## src/rtl/vga_timing_gen.sv

```systemverilog
// rtl/vga_timing_gen.sv - parametrised raster timing generator with internal pixel strobe divider
// All decoded outputs are registered from the next coordinates so sync, VDE and counters stay aligned.
module vga_timing_gen #(
   parameter int H_ACTIVE = 640,
   parameter int H_FP     = 16,
   parameter int H_SYNC   = 96,
   parameter int H_BP     = 48,
   parameter int V_ACTIVE = 480,
   parameter int V_FP     = 10,
   parameter int V_SYNC   = 2,
   parameter int V_BP     = 33,
   parameter bit HS_POL   = 1'b0,
   parameter bit VS_POL   = 1'b0,
   parameter int PIX_DIV  = 4,
   parameter int CNT_W    = 13
) (
   input  logic             CLK100M,
   input  logic             RST_N,
   input  logic             EN,
   output logic             PIX_CE,
   output logic             VGA_HS,
   output logic             VGA_VS,
   output logic             VDE,
   output logic [CNT_W-1:0] HCNT,
   output logic [CNT_W-1:0] VCNT,
   output logic             LINE_END,
   output logic             FRAME_START,
   output logic [15:0]      FRAME_CNT
);

   localparam int H_TOTAL = H_ACTIVE + H_FP + H_SYNC + H_BP;
   localparam int V_TOTAL = V_ACTIVE + V_FP + V_SYNC + V_BP;
   localparam int DIV_W   = (PIX_DIV > 1) ? $clog2(PIX_DIV) : 1;

   localparam logic [DIV_W-1:0] DIV_LAST = DIV_W'(PIX_DIV - 1);
   localparam logic [DIV_W-1:0] DIV_ONE  = DIV_W'(1);
   localparam logic [CNT_W-1:0] CNT_ONE  = CNT_W'(1);
   localparam logic [CNT_W-1:0] H_LAST   = CNT_W'(H_TOTAL - 1);
   localparam logic [CNT_W-1:0] V_LAST   = CNT_W'(V_TOTAL - 1);
   localparam logic [CNT_W-1:0] H_ACT    = CNT_W'(H_ACTIVE);
   localparam logic [CNT_W-1:0] V_ACT    = CNT_W'(V_ACTIVE);
   localparam logic [CNT_W-1:0] HS_BEG   = CNT_W'(H_ACTIVE + H_FP);
   localparam logic [CNT_W-1:0] HS_END   = CNT_W'(H_ACTIVE + H_FP + H_SYNC);
   localparam logic [CNT_W-1:0] VS_BEG   = CNT_W'(V_ACTIVE + V_FP);
   localparam logic [CNT_W-1:0] VS_END   = CNT_W'(V_ACTIVE + V_FP + V_SYNC);

   if (H_SYNC < 1 || V_SYNC < 1 || PIX_DIV < 1) begin : g_bad_params
      $error("vga_timing_gen: H_SYNC, V_SYNC and PIX_DIV must be at least 1");
   end
   if ((H_TOTAL - 1) >= (2 ** CNT_W) || (V_TOTAL - 1) >= (2 ** CNT_W)) begin : g_bad_width
      $error("vga_timing_gen: CNT_W too narrow for H_TOTAL/V_TOTAL");
   end

   logic [DIV_W-1:0] r_div;
   logic [CNT_W-1:0] r_hcnt;
   logic [CNT_W-1:0] r_vcnt;
   logic [15:0]      r_frame_cnt;
   logic             r_pix_ce;
   logic             r_line_end;
   logic             r_frame_start;
   logic             r_vde;
   logic             r_hs;
   logic             r_vs;

   logic             w_adv;
   logic             w_h_wrap;
   logic             w_v_wrap;
   logic [CNT_W-1:0] w_h_nxt;
   logic [CNT_W-1:0] w_v_nxt;
   logic [15:0]      w_fc_nxt;
   logic [DIV_W-1:0] w_div_nxt;

   always_comb begin
      w_adv     = EN && (r_div == DIV_LAST);
      w_h_wrap  = (r_hcnt == H_LAST);
      w_v_wrap  = (r_vcnt == V_LAST);
      w_div_nxt = (r_div == DIV_LAST) ? '0 : r_div + DIV_ONE;
      w_h_nxt   = w_h_wrap ? '0 : r_hcnt + CNT_ONE;
      w_v_nxt   = r_vcnt;
      w_fc_nxt  = r_frame_cnt;
      if (w_h_wrap) begin
         w_v_nxt = w_v_wrap ? '0 : r_vcnt + CNT_ONE;
         if (w_v_wrap) begin
            w_fc_nxt = r_frame_cnt + 16'd1;
         end
      end
   end

   // Reset parks the raster on the last pixel so the first advance lands on (0,0).
   always_ff @(posedge CLK100M or negedge RST_N) begin
      if (!RST_N) begin
         r_div         <= '0;
         r_hcnt        <= H_LAST;
         r_vcnt        <= V_LAST;
         r_frame_cnt   <= 16'hFFFF;
         r_pix_ce      <= 1'b0;
         r_line_end    <= 1'b0;
         r_frame_start <= 1'b0;
         r_vde         <= 1'b0;
         r_hs          <= ~HS_POL;
         r_vs          <= ~VS_POL;
      end else begin
         r_pix_ce      <= w_adv;
         r_line_end    <= w_adv && (w_h_nxt == H_LAST);
         r_frame_start <= w_adv && (w_h_nxt == '0) && (w_v_nxt == '0);
         if (EN) begin
            r_div <= w_div_nxt;
         end
         if (w_adv) begin
            r_hcnt      <= w_h_nxt;
            r_vcnt      <= w_v_nxt;
            r_frame_cnt <= w_fc_nxt;
            r_vde       <= (w_h_nxt < H_ACT) && (w_v_nxt < V_ACT);
            r_hs        <= ((w_h_nxt >= HS_BEG) && (w_h_nxt < HS_END)) ? HS_POL : ~HS_POL;
            r_vs        <= ((w_v_nxt >= VS_BEG) && (w_v_nxt < VS_END)) ? VS_POL : ~VS_POL;
         end
      end
   end

   assign PIX_CE      = r_pix_ce;
   assign LINE_END    = r_line_end;
   assign FRAME_START = r_frame_start;
   assign HCNT        = r_hcnt;
   assign VCNT        = r_vcnt;
   assign FRAME_CNT   = r_frame_cnt;
   assign VDE         = r_vde;
   assign VGA_HS      = r_hs;
   assign VGA_VS      = r_vs;

endmodule

```

## config.mk

```make
export PLATFORM = sky130hd
export DESIGN_NAME = vga_timing_gen
export DESIGN_NICKNAME = d
export VERILOG_FILES = /design/src/rtl/vga_timing_gen.sv
export SDC_FILE = /design/constraint.sdc
export NUM_CORES = 1
export LEC_CHECK = 0
export BUFFER_PORTS_ARGS = -buffer_cell sky130_fd_sc_hd__buf_2
export CAP_MARGIN = 20
export CORE_UTILIZATION = 45
export CTS_CLUSTER_DIAMETER = 150
export DETAILED_ROUTE_END_ITERATION = 6
export PLACE_DENSITY = 0.69
export SLEW_MARGIN = 15
export SYNTH_ARGS = -nofsm -noshare
export SYNTH_HDL_FRONTEND = slang
export SYNTH_SLANG_ARGS = --single-unit
export TNS_END_PERCENT = 100
```

## constraint.sdc

```tcl
create_clock -name CLK100M -period 5.3 [get_ports CLK100M]
set_input_delay 1.06 -clock CLK100M [delete_from_list [all_inputs] [get_ports CLK100M]]
set_output_delay 1.06 -clock CLK100M [all_outputs]
set_load 0.1 [all_outputs]
```

==> flow_metrics.env <==
export IMPL_synth_top_area_cell="dfstp_2"
export IMPL_synthFlopType="dfstp_2"
export IMPL_final_net_count=373
export IMPL_cts_sinks=50
export IMPL_tritoncts="built"
export IMPL_wl_per_cell_um=15.3
export IMPL_rsz0062_at_grt="false"
export IMPL_ys_types=53
export IMPL_postCtsSetupRepairBufs=0
export IMPL_synthCells=321
export IMPL_wl_met3_um=300
export IMPL_p_leak_nw=1.41
export IMPL_root_buffer="clkbuf_8"
export IMPL_yosysTopAreaCellShare=0.249
export IMPL_clockBufferDepth=2
export IMPL_critical_path_class="register to register"
export IMPL_crit_required_ns=5.54
export IMPL_clk_latency_ns=0.31
export IMPL_netlist_area_mm2=0.00295
export IMPL_worstHoldStart="FRAME_CNT[9]$_DFFE_PN1P_"
export IMPL_dp_hpwl_um=4760
export IMPL_drt_first_pass_iters=5
export IMPL_timing_final_max_slew_violations=0
export IMPL_syn_area_per_cell_um2=9.19
export IMPL_timing_rr_start="HCNT[0]$_DFFE_PN1P_"
export IMPL_period_share=0.592
export IMPL_antenna_cells=0
export IMPL_grt_first_pass_wirelength_um=11200
export IMPL_irDropWorstVdd_uv=353
export IMPL_design_area_mm2=0.00332
export IMPL_final_util=0.523
export IMPL_rr_worst_depth=7
export IMPL_numCtsBuffers=5
export IMPL_regToRegEndpoint="FRAME_CNT[13]$_DFFE_PN1P_"
export IMPL_cts_htree_levels=2
export IMPL_viasPerCell=5.75
export IMPL_vias=2536
export IMPL_r2r_setup_slack_ns=2.16
export IMPL_grt_pass1_vias=2355
export IMPL_top_layer_used="met4"
export IMPL_gp_congestion=0.896
export IMPL_powerDensity_mw_per_mm2=306
export IMPL_yosys_warnings=0
export IMPL_cp_end_kind="register"
export IMPL_initialDrtViolationCount=220
export IMPL_synth_area_leaders="dfstp_2, dfrtp_1, xnor2_1"
export IMPL_ant_nets=0
export IMPL_path_clk_slew_ns=0.09
export IMPL_wl_met1_um=3220
export IMPL_num_rows=29
export IMPL_mostFrequentLayoutCells="buf_2, nand2_1, nor2_1"
export IMPL_tightest_slew_ns=0.617
export IMPL_fp_coreArea_mm2=0.00635
export IMPL_synth_edf_count=0
export IMPL_max_freq_mhz=319
export IMPL_dr_wl_met2_um=3110
export IMPL_hold_violations=0
export IMPL_start_util=0.464
export IMPL_period_needed_ns=3.14
export IMPL_drt_wl_total_um=6750
export IMPL_ys_ff_latch=50
export IMPL_layout_commonest_cell="buf_2"
export IMPL_tns_ns=0
export IMPL_fin_worst_skew_ns=0.00799
export IMPL_num_io_pins=51
export IMPL_slew_headroom=0.588
export IMPL_synth_async_sr_flop_share=1.00
export IMPL_hold_path_end="FRAME_CNT[9]$_DFFE_PN1P_"
export IMPL_cap_violations=0
export IMPL_hold_class="register to register"
export IMPL_placed_cell_area_mm2=0.00323
export IMPL_overflow=0
export IMPL_grt_max_degree=51
export IMPL_die_h_um=83.0
export IMPL_synthToLayoutAreaGrowth_pct=12.6
export IMPL_route_detailed_drc=0
export IMPL_synth_nets=331
export IMPL_die_area_mm2=0.00688
export IMPL_whs_path_depth=1
export IMPL_start_kind="register"
export IMPL_grt_util_all_layers=0.200
export IMPL_holdBufCountCts=0
export IMPL_grt_antenna_before_repair=0
export IMPL_crit_fanout=9
export IMPL_status="finished clean"
export IMPL_setup_viol=0
export IMPL_die_x_um=83.0
export IMPL_drive_gt1_frac=0.277
export IMPL_place_port_buffers=50
export IMPL_cp_arrival_ns=3.37
export IMPL_ctsResizeCount=0
export IMPL_ys_seq_area_frac=0.436
==> worst max-delay path by stage <==
stage | from | endpoint
6_report | HCNT[0]$_DFFE_PN1P_ | FRAME_CNT[13]$_DFFE_PN1P_
5_1_grt | HCNT[1]$_DFFE_PN1P_ | FRAME_CNT[15]$_DFFE_PN1P_
4_1_cts | HCNT[0]$_DFFE_PN1P_ | FRAME_CNT[13]$_DFFE_PN1P_
3_5_place_dp | EN | FRAME_CNT[13]$_DFFE_PN1P_
3_3_place_gp | EN | FRAME_CNT[15]$_DFFE_PN1P_
2_1_floorplan | HCNT[1]$_DFFE_PN1P_ | VGA_VS$_DFFE_PN1P_
==> state kept, by name, indices dropped and copies added, names as in the netlist <==
signal / count
VGA_VS: 1
FRAME_CNT: 16
HCNT: 13
r_div: 2
VCNT: 13
VGA_HS: 1
LINE_END: 1
VDE: 1
FRAME_START: 1
PIX_CE: 1
==> where the power goes <==
part / switching, mW / total (mW) / leakage, nW / internal, mW
sequential: 0.0431 / 0.472 / 0.574 / 0.429
clock: 0.127 / 0.232 / 0.0482 / 0.106
combinational: 0.251 / 0.313 / 0.788 / 0.0618
==> stage by stage <==
stage	hold WS, ns	cells	worst slack [ns]	total power, mW
2_1_floorplan	0.485	321	2.01	0.735
3_5_place_dp	0.486	433	1.87	0.792
4_1_cts	0.500	441	2.17	1.02
5_1_grt	0.516	441	1.93	1.06
3_3_place_gp	0.484	433	1.99	0.783
6_report	0.496	441	2.16	1.02
==> layout make-up <==
class	count	area, um^2
Multi-Input combinational cell	243	1540
Fill cell	590	3030
Sequential cell	50	1290
Clock inverter	1	5.00
Clock buffer	7	86.3
Timing Repair Buffer	52	265
Inverter	11	41.3
Tap cell	77	96.3
==> logic make-up after synthesis <==
logic type / synth area share
DFF: 0.436
adders and majority gates: 0.0297
xor gates and xnor gates: 0.101
AOI/OAI and AO/OA: 0.115
and+or+nand+nor: 0.255
buffers and inverters: 0.0412
muxes: 0.0221
==> worst max-delay path: stages (launching register included) <==
cell and delay (ns):
dfstp_2 0.61, ha_1 0.33, nand4_1 0.36, or4_1 0.82, nor4b_2 0.45, nand2_1 0.16
nor2_1 0.15, xor2_1 0.18
==> per-layer routing <==
layer,GRT usage,up-vias
li1,-,1221
met1,0.275,1211
met2,0.320,91
met3,0.0318,13
met4,0.0752,0
met5,0,-
==> synth_stat cells, types with 8 or more instances <==
master	count
a21oi_1	9
dfrtp_1	22
xor2_1	14
nand3_1	17
dfstp_2	28
o21ai_0	23
nand4_1	12
inv_1	10
xnor2_1	20
nand2_1	33
and3_1	8
nor2_1	32
clkbuf_1	10
nor4_1	9
Power figures use the tool's default switching activity.
